File: config.mk
export PLATFORM = sky130hd
export DESIGN_NAME = memory_arbiter_flat
export DESIGN_NICKNAME = d
export VERILOG_FILES = /design/src/rtl/memory_arbiter_pkg.sv /design/src/rtl/memory_arbiter_if.sv /design/src/rtl/memory_arbiter_round_robin_picker.sv /design/src/rtl/memory_arbiter.sv /design/src/flat_wrapper.sv
export SDC_FILE = /design/constraint.sdc
export NUM_CORES = 1
export LEC_CHECK = 0
export CAP_MARGIN = 5
export CORE_UTILIZATION = 35
export DETAILED_ROUTE_END_ITERATION = 10
export PLACE_DENSITY = 0.78
export SLEW_MARGIN = 20
export SYNTH_ARGS = -nofsm -noshare
export SYNTH_HDL_FRONTEND = slang
export SYNTH_SLANG_ARGS = --single-unit
File: constraint.sdc
create_clock -name clock -period 4.2 [get_ports clock]
set_clock_uncertainty 0.1 [all_clocks]
set_input_delay 1.26 -clock clock [delete_from_list [all_inputs] [get_ports clock]]
set_output_delay 1.26 -clock clock [all_outputs]
set_load 0.05 [all_outputs]
File: src/rtl/memory_arbiter_pkg.sv
// Shared types and constants for the memory arbiter: FSM state encoding,
// data-size codes and the grant-index width helper.
package memory_arbiter_pkg;

  typedef enum logic [1:0] {
    IDLE    = 2'd0,
    ISSUE   = 2'd1,
    RESPOND = 2'd2
  } arbiter_state_t;

  localparam logic [1:0] DATA_SIZE_BYTE = 2'd0;
  localparam logic [1:0] DATA_SIZE_HALF = 2'd1;
  localparam logic [1:0] DATA_SIZE_WORD = 2'd2;

  // A single requester still needs a one-bit grant index.
  function automatic int index_width(input int count);
    return (count > 1) ? $clog2(count) : 1;
  endfunction

endpackage

File: src/rtl/memory_arbiter_if.sv
// Bundle of requester-side and memory-side signals around the memory arbiter.
// slave = arbiter view, master = the requesters plus the memory port.
interface memory_arbiter_if #(
  parameter int SIZE            = 32,
  parameter int REQUESTER_COUNT = 2
);

  // Handshake: a requester holds enable and its request fields stable until it
  // sees its one-cycle ready; memory_enable stays high with stable fields until
  // the memory answers with a one-cycle memory_ready carrying memory_data_in.
  logic [REQUESTER_COUNT-1:0] requester_enable;
  logic [REQUESTER_COUNT-1:0] requester_operation;
  logic [1:0]                 requester_data_size [0:REQUESTER_COUNT-1];
  logic [SIZE-1:0]            requester_address   [0:REQUESTER_COUNT-1];
  logic [SIZE-1:0]            requester_data_out  [0:REQUESTER_COUNT-1];
  logic [REQUESTER_COUNT-1:0] requester_ready;
  logic [SIZE-1:0]            requester_data_in;

  logic                       memory_enable;
  logic                       memory_operation;
  logic [1:0]                 memory_data_size;
  logic [SIZE-1:0]            memory_address;
  logic [SIZE-1:0]            memory_data_out;
  logic                       memory_ready;
  logic [SIZE-1:0]            memory_data_in;

  modport slave (
    input  requester_enable, requester_operation, requester_data_size,
           requester_address, requester_data_out,
    output requester_ready, requester_data_in,
    output memory_enable, memory_operation, memory_data_size,
           memory_address, memory_data_out,
    input  memory_ready, memory_data_in
  );

  modport master (
    output requester_enable, requester_operation, requester_data_size,
           requester_address, requester_data_out,
    input  requester_ready, requester_data_in,
    input  memory_enable, memory_operation, memory_data_size,
           memory_address, memory_data_out,
    output memory_ready, memory_data_in
  );

endinterface

File: src/rtl/memory_arbiter_round_robin_picker.sv
// Combinational round-robin picker: first asserted request at or after the
// pointer, wrapping from REQUESTER_COUNT-1 back to 0.
module round_robin_picker #(
  parameter int REQUESTER_COUNT = 2,
  parameter int INDEX_SIZE      = 1
) (
  input  logic [REQUESTER_COUNT-1:0] request_i,
  input  logic [INDEX_SIZE-1:0]      pointer_i,
  output logic                       found_o,
  output logic [INDEX_SIZE-1:0]      index_o
);

  int candidate;

  always_comb begin
    found_o   = 1'b0;
    index_o   = '0;
    candidate = 0;
    for (int i = 0; i < REQUESTER_COUNT; i++) begin
      // The pointer is always below REQUESTER_COUNT, so one subtraction wraps.
      candidate = int'(pointer_i) + i;
      if (candidate >= REQUESTER_COUNT) candidate = candidate - REQUESTER_COUNT;
      if (!found_o && request_i[candidate]) begin
        found_o = 1'b1;
        index_o = INDEX_SIZE'(candidate);
      end
    end
  end

endmodule

File: src/rtl/memory_arbiter.sv
// Shares one downstream memory port among REQUESTER_COUNT memory units.
// Define MEMORY_ARBITER_FIXED_PRIORITY_EN for lowest-index-wins arbitration.
module memory_arbiter
  import memory_arbiter_pkg::*;
#(
  parameter int SIZE            = 32,
  parameter int REQUESTER_COUNT = 2,
  parameter int INDEX_SIZE      = index_width(REQUESTER_COUNT)
) (
  input  logic                  clock,
  input  logic                  reset,
  memory_arbiter_if.slave       bus,
  output logic [INDEX_SIZE-1:0] grant_index,
  output arbiter_state_t        state_o
);

  arbiter_state_t        state_q, state_d;
  logic [INDEX_SIZE-1:0] grant_q, grant_d;
  logic                  aborted_q, aborted_d;
  logic [SIZE-1:0]       read_data_q, read_data_d;
  logic                  hold_operation_q, hold_operation_d;
  logic [1:0]            hold_size_q, hold_size_d;
  logic [SIZE-1:0]       hold_address_q, hold_address_d;
  logic [SIZE-1:0]       hold_data_q, hold_data_d;

  logic                  pick_found;
  logic [INDEX_SIZE-1:0] pick_index;
  logic [INDEX_SIZE-1:0] pick_pointer;

`ifdef MEMORY_ARBITER_FIXED_PRIORITY_EN
  assign pick_pointer = '0;
`else
  logic [INDEX_SIZE-1:0] priority_pointer_q, priority_pointer_d;
  assign pick_pointer = priority_pointer_q;
`endif

  round_robin_picker #(
    .REQUESTER_COUNT (REQUESTER_COUNT),
    .INDEX_SIZE      (INDEX_SIZE)
  ) u_picker (
    .request_i (bus.requester_enable),
    .pointer_i (pick_pointer),
    .found_o   (pick_found),
    .index_o   (pick_index)
  );

  always_ff @(posedge clock or posedge reset) begin
    if (reset) begin
      state_q          <= IDLE;
      grant_q          <= '0;
      aborted_q        <= 1'b0;
      read_data_q      <= '0;
      hold_operation_q <= 1'b0;
      hold_size_q      <= '0;
      hold_address_q   <= '0;
      hold_data_q      <= '0;
    end else begin
      state_q          <= state_d;
      grant_q          <= grant_d;
      aborted_q        <= aborted_d;
      read_data_q      <= read_data_d;
      hold_operation_q <= hold_operation_d;
      hold_size_q      <= hold_size_d;
      hold_address_q   <= hold_address_d;
      hold_data_q      <= hold_data_d;
    end
  end

`ifndef MEMORY_ARBITER_FIXED_PRIORITY_EN
  always_ff @(posedge clock or posedge reset) begin
    if (reset) priority_pointer_q <= '0;
    else       priority_pointer_q <= priority_pointer_d;
  end
`endif

  always_comb begin
    state_d          = state_q;
    grant_d          = grant_q;
    aborted_d        = aborted_q;
    read_data_d      = read_data_q;
    hold_operation_d = hold_operation_q;
    hold_size_d      = hold_size_q;
    hold_address_d   = hold_address_q;
    hold_data_d      = hold_data_q;
`ifndef MEMORY_ARBITER_FIXED_PRIORITY_EN
    priority_pointer_d = priority_pointer_q;
`endif
    case (state_q)
      IDLE: begin
        if (pick_found) begin
          grant_d          = pick_index;
          hold_operation_d = bus.requester_operation[pick_index];
          hold_size_d      = bus.requester_data_size[pick_index];
          hold_address_d   = bus.requester_address[pick_index];
          hold_data_d      = bus.requester_data_out[pick_index];
          aborted_d        = 1'b0;
          state_d          = ISSUE;
        end
      end
      ISSUE: begin
        // A withdrawn request still completes downstream; only its ready is
        // suppressed.
        if (!bus.requester_enable[grant_q]) aborted_d = 1'b1;
        if (bus.memory_ready) begin
          read_data_d = bus.memory_data_in;
          state_d     = RESPOND;
        end
      end
      RESPOND: begin
`ifndef MEMORY_ARBITER_FIXED_PRIORITY_EN
        if (grant_q == INDEX_SIZE'(REQUESTER_COUNT - 1)) priority_pointer_d = '0;
        else priority_pointer_d = grant_q + INDEX_SIZE'(1);
`endif
        state_d = IDLE;
      end
      default: state_d = IDLE;
    endcase
  end

  logic [REQUESTER_COUNT-1:0] ready_vec;

  always_comb begin
    ready_vec = '0;
    if (state_q == RESPOND && !aborted_q) ready_vec[grant_q] = 1'b1;
  end

  assign bus.requester_ready   = ready_vec;
  assign bus.requester_data_in = read_data_q;
  assign bus.memory_enable     = (state_q == ISSUE);
  assign bus.memory_operation  = hold_operation_q;
  assign bus.memory_data_size  = hold_size_q;
  assign bus.memory_address    = hold_address_q;
  assign bus.memory_data_out   = hold_data_q;
  assign grant_index           = grant_q;
  assign state_o               = state_q;

endmodule

File: src/flat_wrapper.sv
// flat-port wrapper written by rule: the top's interface ports become plain ports
module memory_arbiter_flat import memory_arbiter_pkg::*;
#(
  parameter int SIZE            = 32,
  parameter int REQUESTER_COUNT = 2,
  parameter int INDEX_SIZE      = index_width(REQUESTER_COUNT)
)
  (clock, reset, grant_index, state_o, bus_requester_enable, bus_requester_operation, bus_requester_data_size, bus_requester_address, bus_requester_data_out, bus_requester_ready, bus_requester_data_in, bus_memory_enable, bus_memory_operation, bus_memory_data_size, bus_memory_address, bus_memory_data_out, bus_memory_ready, bus_memory_data_in);
  memory_arbiter_if #(.SIZE(SIZE), .REQUESTER_COUNT(REQUESTER_COUNT)) bus_i ();
  input  logic clock;
  input  logic reset;
  output logic [INDEX_SIZE-1:0] grant_index;
  output arbiter_state_t state_o;
  input wire logic [$bits(bus_i.requester_enable)-1:0] bus_requester_enable;
  input wire logic [$bits(bus_i.requester_operation)-1:0] bus_requester_operation;
  input wire logic [$bits(bus_i.requester_data_size)-1:0] bus_requester_data_size;
  input wire logic [$bits(bus_i.requester_address)-1:0] bus_requester_address;
  input wire logic [$bits(bus_i.requester_data_out)-1:0] bus_requester_data_out;
  output wire logic [$bits(bus_i.requester_ready)-1:0] bus_requester_ready;
  output wire logic [$bits(bus_i.requester_data_in)-1:0] bus_requester_data_in;
  output wire logic [$bits(bus_i.memory_enable)-1:0] bus_memory_enable;
  output wire logic [$bits(bus_i.memory_operation)-1:0] bus_memory_operation;
  output wire logic [$bits(bus_i.memory_data_size)-1:0] bus_memory_data_size;
  output wire logic [$bits(bus_i.memory_address)-1:0] bus_memory_address;
  output wire logic [$bits(bus_i.memory_data_out)-1:0] bus_memory_data_out;
  input wire logic [$bits(bus_i.memory_ready)-1:0] bus_memory_ready;
  input wire logic [$bits(bus_i.memory_data_in)-1:0] bus_memory_data_in;
  assign bus_i.requester_enable = bus_requester_enable;
  assign bus_i.requester_operation = bus_requester_operation;
  assign bus_i.requester_data_size = {>>{bus_requester_data_size}};
  assign bus_i.requester_address = {>>{bus_requester_address}};
  assign bus_i.requester_data_out = {>>{bus_requester_data_out}};
  assign bus_requester_ready = bus_i.requester_ready;
  assign bus_requester_data_in = bus_i.requester_data_in;
  assign bus_memory_enable = bus_i.memory_enable;
  assign bus_memory_operation = bus_i.memory_operation;
  assign bus_memory_data_size = bus_i.memory_data_size;
  assign bus_memory_address = bus_i.memory_address;
  assign bus_memory_data_out = bus_i.memory_data_out;
  assign bus_i.memory_ready = bus_memory_ready;
  assign bus_i.memory_data_in = bus_memory_data_in;
  memory_arbiter #(.SIZE(SIZE), .REQUESTER_COUNT(REQUESTER_COUNT), .INDEX_SIZE(INDEX_SIZE)) u_core (.clock(clock), .reset(reset), .bus(bus_i), .grant_index(grant_index), .state_o(state_o));
endmodule
==> results.toml, run 1 <==
[run_status]
status = "finished clean"

[final_layout]
instances_no_fill = 905
n_antenna_cell = 0
area_growth_syn_to_layout_pct = 65.0
post-route-util = 0.593
drive_above_1_share = 0.0892
final_nets = 895
final_area_sq_mm = 0.00789
fill_cells = 1128

[floorplanning]
pin_count = 276
dieWidth_um = 119
start_util = 0.359
die_h_um = 119
rows = 42
core-area_sq_mm = 0.0133
die_area_sq_mm = 0.0141

[yosys]
synth_top_area_frac = 0.545
async_flop_share = 1.00
synth_flop_cell = "dfrtp_1"
yosys.cell_types.count = 22
synth-edff-count = 0
synth_most_common_cell = "dfrtp_1"
synth.cell_area_sq_mm = 0.00478
synth-seq-area-share = 0.545
synth-seq-cells = 104
syn_area_per_cell_sq_um = 9.87
synth_top_area_cell = "dfrtp_1"
synth_fp_nets = 655
synthTopCellsByCount = "104 x dfrtp_1, 69 x o21ai_0, 68 x a21oi_1, 67 x a31oi_1, 67 x nand3_1"
synthTopCellsByArea = "dfrtp_1 54%, a31oi_1 8.8%, mux2_2 7.5%, o21ai_0 7.2%, a21oi_1 7.1%"
synth_cells = 484
ys.warnings.count = 0

[detailed_routing]
num_vias = 5026
drt-pass1-iter-count = 5
wirelength_um = 16300
vias_per_cell = 5.55
drcViolationCount = 0
wl_per_cell_um = 18.0
drtIter0Drc = 390
drtAntennaViolNets = 0

[sta]
setup_viol = 0
fin_crit_sh = 0.813
hold_viol = 0
drv_slew = 0
setup_slack_ps = 786
timing.fmax_mhz = 293
finalCriticalPeriod_ps = 3410
slew_headroom = 0.351
rsz0062_at_grt = "false"
worstMarginPinSlew_ps = 972
tns_ps = 0

[global_route]
globalRouteOverflowTotal = 0
grt_pass1_vias = 4944
grt_pass1_wl_um = 25600
grt_usage = 0.230
antenna_found_initial = 0
grt_max_degree = 70

[place]
placed_area_sq_mm = 0.00758
dp_hpwl_um = 11100
gp_congestion = 0.857
dp.cells = 889
place_ws_ps = 964
port_buffers = 275

[clock_network]
cts.reportedPaths.clkPinSlew_ps = 70
cts_resized = 0
post_cts_buffers = 0
clock_sinks = 104
numCtsBuffers = 9
cts_max_path_buffers = 2
cts_hold_buffers = 0
clock_latency_ps = 340
cts_tree = "done"
root_buffer = "clkbuf_16"
cts_max_level = 3

[worst_setup_path]
end_kind = "primary output"
reg2reg_slack_ps = 2240
slowest_stage = "clkdlybuf4s50_1"
path_depth = 3
path_buf_inv = 1
cp_max_fo = 5
critPathRequiredTime_ps = 2840
worst_path_dominant_cell_family = "buffers and inverters"
slowest_delay_ps = 850
crit_arrival_ps = 2050
criticalPathCategory = "flop to primary output"
path_cells = "nand2b_1 -> nor3b_1 -> clkdlybuf4s50_1"
cp-start-kind = "flop"
rr_worst_depth = 4

[power]
power.leakage_nw = 3.03
power_density_mw_per_mm2 = 869
vdd_ir_drop_max_v = 0.000426

[job]
cap_violations = 0

[worst_hold_path]
hold_depth = 1
hp-class = "flop to flop"
## final cells by class
class	count	area, sq um	area share
repair buffers	285	2820	0.358
flip-flops and latches	104	2600	0.330
multi-input cells	319	1910	0.243
clock buffers	10	229	0.0290
well taps	176	220	0.0279
clock inverters	6	76.3	0.00968
inverters	5	21.3	0.00270
## power by group
part	switching, mW	internal, mW	leakage, nW
sequential	0.314	1.51	1.19
clock	0.388	0.473	0.149
combinational	2.75	1.43	1.69
## kinds of logic after synthesis
family                 Yosys count  share of synthesized area
AO/OA/AOI/OAI                  205                      0.233
buffers and inverters           61                     0.0589
flip-flops                     104                      0.545
multiplexers                    33                     0.0775
AND/OR/NAND/NOR                 81                     0.0856
## state kept, by name, indices dropped and copies added (netlist names)
| signal | count |
|---|---|
| u_core.bus.memory_data_size | 2 |
| u_core.pick_pointer | 1 |
| u_core.bus.memory_data_out | 32 |
| u_core.grant_index | 1 |
| u_core.bus.memory_address | 32 |
| u_core.bus.requester_data_in | 32 |
| u_core.state_o | 2 |
| u_core.aborted_q | 1 |
| u_core.bus.memory_operation | 1 |
## cells in the final DEF (no fill, tap or decap), types with 2 or more instances in the layout
| master | n |
|---|---|
| inv_1 | 3 |
| nand2_1 | 3 |
| buf_4 | 10 |
| clkbuf_16 | 9 |
| dfrtp_1 | 104 |
| nor3_1 | 2 |
| a21oi_1 | 68 |
| a31oi_1 | 67 |
| mux2_2 | 32 |
| o21ai_0 | 69 |
| clkdlybuf4s50_1 | 274 |
| clkinv_4 | 3 |
| nand3_1 | 67 |
## through the flow
step                      power, mW  hold slack [ps]
after global routing           7.17              414
after floorplan                4.54              363
final                          6.86              407
after detailed placement       6.01              392
after global placement         5.92              385
after CTS                      6.88              408
## metal layers
metal,up-vias,track usage,part of all wire
met5,-,0,0
met4,0,0.0752,0.022
met3,35,0.0493,0.081
met2,313,0.399,0.50
met1,2406,0.284,0.39
li1,2272,-,-
## path summary, 6_finish.rpt
path                                                        startpoint                                           to
max in group asynchronous                                        reset    u_core.bus.memory_address[16]$_DFFE_PP0P_
min in group asynchronous                                        reset  u_core.bus.requester_data_in[2]$_DFFE_PP0P_
hold / removal             u_core.bus.requester_data_in[7]$_DFFE_PP0P_  u_core.bus.requester_data_in[7]$_DFFE_PP0P_
hold reg to reg            u_core.bus.requester_data_in[7]$_DFFE_PP0P_  u_core.bus.requester_data_in[7]$_DFFE_PP0P_
setup / recovery                         u_core.state_o[0]$_DFFE_PP0P_                       bus_requester_ready[1]
setup reg to reg                       u_core.pick_pointer$_DFFE_PP0N_   u_core.bus.memory_data_out[31]$_DFFE_PP0P_
No activity file was read; power rests on OpenSTA's default activity.
==> run 2: changes to the inputs <==
==> constraint.sdc (replaced) <==
create_clock -name clock -period 3.1 [get_ports clock]
set_clock_uncertainty 0.1 [all_clocks]
set_input_delay 0.93 -clock clock [delete_from_list [all_inputs] [get_ports clock]]
set_output_delay 0.93 -clock clock [all_outputs]
set_load 0.05 [all_outputs]
==> run 2 against run 1 <==
Compared with the run above:
- first-iteration DRC count is 18% higher
- critical endpoint is now bus_memory_enable
- critical path type unchanged
- worst hold slack worse by 1.2 ps
- routed wire length is 0.47% lower
- largest cell class unchanged
==> results.toml, run 2 (synthesis gave the netlist of run 1 again) <==
[run_status]
status = "finished clean"

[place]
dp.cells = 894
dp_hpwl_um = 11400
port_buffers = 275
gp_congestion = 0.870

[worst_setup_path]
end_kind = "primary output"
criticalPathCategory = "flop to primary output"
slowest_delay_ps = 880
crit_arrival_ps = 1920
cp_max_fo = 5
path_cells = "nor2b_1 -> clkdlybuf4s50_1"
slowest_stage = "clkdlybuf4s50_1"
path_buf_inv = 1
cp-start-kind = "flop"
worst_path_dominant_cell_family = "buffers and inverters"
critPathRequiredTime_ps = 2070

[final_layout]
final_nets = 900
n_antenna_cell = 0
final_cell_mix = "272 x clkdlybuf4s50_1, 104 x dfrtp_1, 69 x o21ai_0"
layout_commonest_cell = "clkdlybuf4s50_1"
area_growth_syn_to_layout_pct = 66.7
drive_above_1_share = 0.0967
multiInputGateArea_sq_mm = 0.00191
post-route-util = 0.599
instances_no_fill = 910
fill_cells = 1122
register_area_sq_mm = 0.00260

[detailed_routing]
drtAntennaViolNets = 0
wirelength_um = 16200
drcViolationCount = 0
drtIter0Drc = 461
drt-pass1-iter-count = 5
vias_per_cell = 5.50
wl_per_cell_um = 17.8
num_vias = 5005

[sta]
tns_ps = 0
fin_crit_sh = 0.951
hold_viol = 0
slew_headroom = 0.491
setup_viol = 0
drv_slew = 0
finalCriticalPeriod_ps = 2950
rsz0062_at_grt = "false"
whs_ps = 406
worstMarginPinSlew_ps = 763
timing.fmax_mhz = 339

[floorplanning]
die_area_sq_mm = 0.0141
die_h_um = 119
start_util = 0.359
core-area_sq_mm = 0.0133
pin_count = 276
dieWidth_um = 119
rows = 42

[clock_network]
cts_max_path_buffers = 2
cts_hold_buffers = 0
root_buffer = "clkbuf_16"
post_cts_buffers = 0
cts_tree = "done"
cts.reportedPaths.clkPinSlew_ps = 70
numCtsBuffers = 9
clock_latency_ps = 340
cts_max_level = 3
clock_sinks = 104

[global_route]
antenna_found_initial = 0
grt_pass1_wl_um = 25500
grt_usage = 0.229
grt_pass1_vias = 4838
grt_max_degree = 70
busiest_layer = "met2"
gr-usage-met2 = 0.387
globalRouteOverflowTotal = 0
met1_usage = 0.284
met3_usage = 0.0527

[power]
total_power_mw = 9.38
power.leakage_nw = 3.09
power_density_mw_per_mm2 = 1180
vdd_ir_drop_max_v = 0.000644

[job]
cap_violations = 0

[worst_hold_path]
hp-class = "flop to flop"
run 2: cell count changes in the layout (fill, tap and decap cells not counted), moves of 2 or more:
cell,delta
clkdlybuf4s50_1,-2
buf_4,+3
clkinvlp_4,+2
clkinv_2,+3
buf_12,+2
clkinv_4,-3
run 2: area by class of cell:
| type | count | area share |
|---|---|---|
| Clock buffer | 10 | 0.0300 |
| Clock inverter | 6 | 0.0104 |
| Inverter | 5 | 0.00283 |
| Multi-Input combinational cell | 319 | 0.240 |
| Sequential cell | 104 | 0.327 |
| Tap cell | 176 | 0.0276 |
| Timing Repair Buffer | 290 | 0.362 |
run 2: report_power, final:
| part | leakage [nW] | switching (mW) | internal [mW] | total, mW |
|---|---|---|---|---|
| registers | 1.19 | 0.416 | 2.05 | 2.46 |
| logic | 1.74 | 3.74 | 1.96 | 5.70 |
| clock network | 0.158 | 0.494 | 0.725 | 1.22 |
| total | 3.09 | 4.65 | 4.73 | 9.38 |
run 2: worst paths after layout:
path | slack, ps | start | cells after the start | end
max | 150 | u_core.state_o[0]$_DFFE_PP0P_ | 2 | bus_memory_enable
min | 410 | u_core.bus.requester_data_in[15]$_DFFE_PP0P_ | 1 | u_core.bus.requester_data_in[15]$_DFFE_PP0P_
max reg2reg | 1320 | u_core.state_o[0]$_DFFE_PP0P_ | 4 | u_core.bus.memory_address[3]$_DFFE_PP0P_
min reg2reg | 410 | u_core.bus.requester_data_in[15]$_DFFE_PP0P_ | 1 | u_core.bus.requester_data_in[15]$_DFFE_PP0P_
max in group asynchronous | 1380 | reset | 3 | u_core.bus.memory_data_size[1]$_DFFE_PP0P_
min in group asynchronous | 1060 | reset | 3 | u_core.bus.requester_data_in[29]$_DFFE_PP0P_
run 2: through the flow:
step,instance area [sq um],worst slack (ps)
after CTS,7960,39.8
after global placement,7640,397
after detailed placement,7640,349
after global routing,7970,54.4
final,7970,151
after floorplan,4780,48.6
run 2: repair_timing:
item,CTS,global route
endpoints found under the setup margin,1,1
gates resized for setup,1,1
cloned,0,0
run 2: layer usage:
metal | part of all wire | up-vias
li1 | - | 2276
met1 | 0.39 | 2399
met2 | 0.50 | 299
met3 | 0.086 | 31
met4 | 0.025 | 0
met5 | 0 | -
==> run 3: changes to the inputs <==
--- a/config.mk
+++ b/config.mk
@@ -8,6 +8,7 @@
 export CAP_MARGIN = 5
 export CORE_UTILIZATION = 35
 export DETAILED_ROUTE_END_ITERATION = 10
+export HOLD_SLACK_MARGIN = 0.08
 export PLACE_DENSITY = 0.78
 export SLEW_MARGIN = 20
 export SYNTH_ARGS = -nofsm -noshare
==> results of run 3 <==
No change in the layout: final DEF, timing and power equal those of run 2.
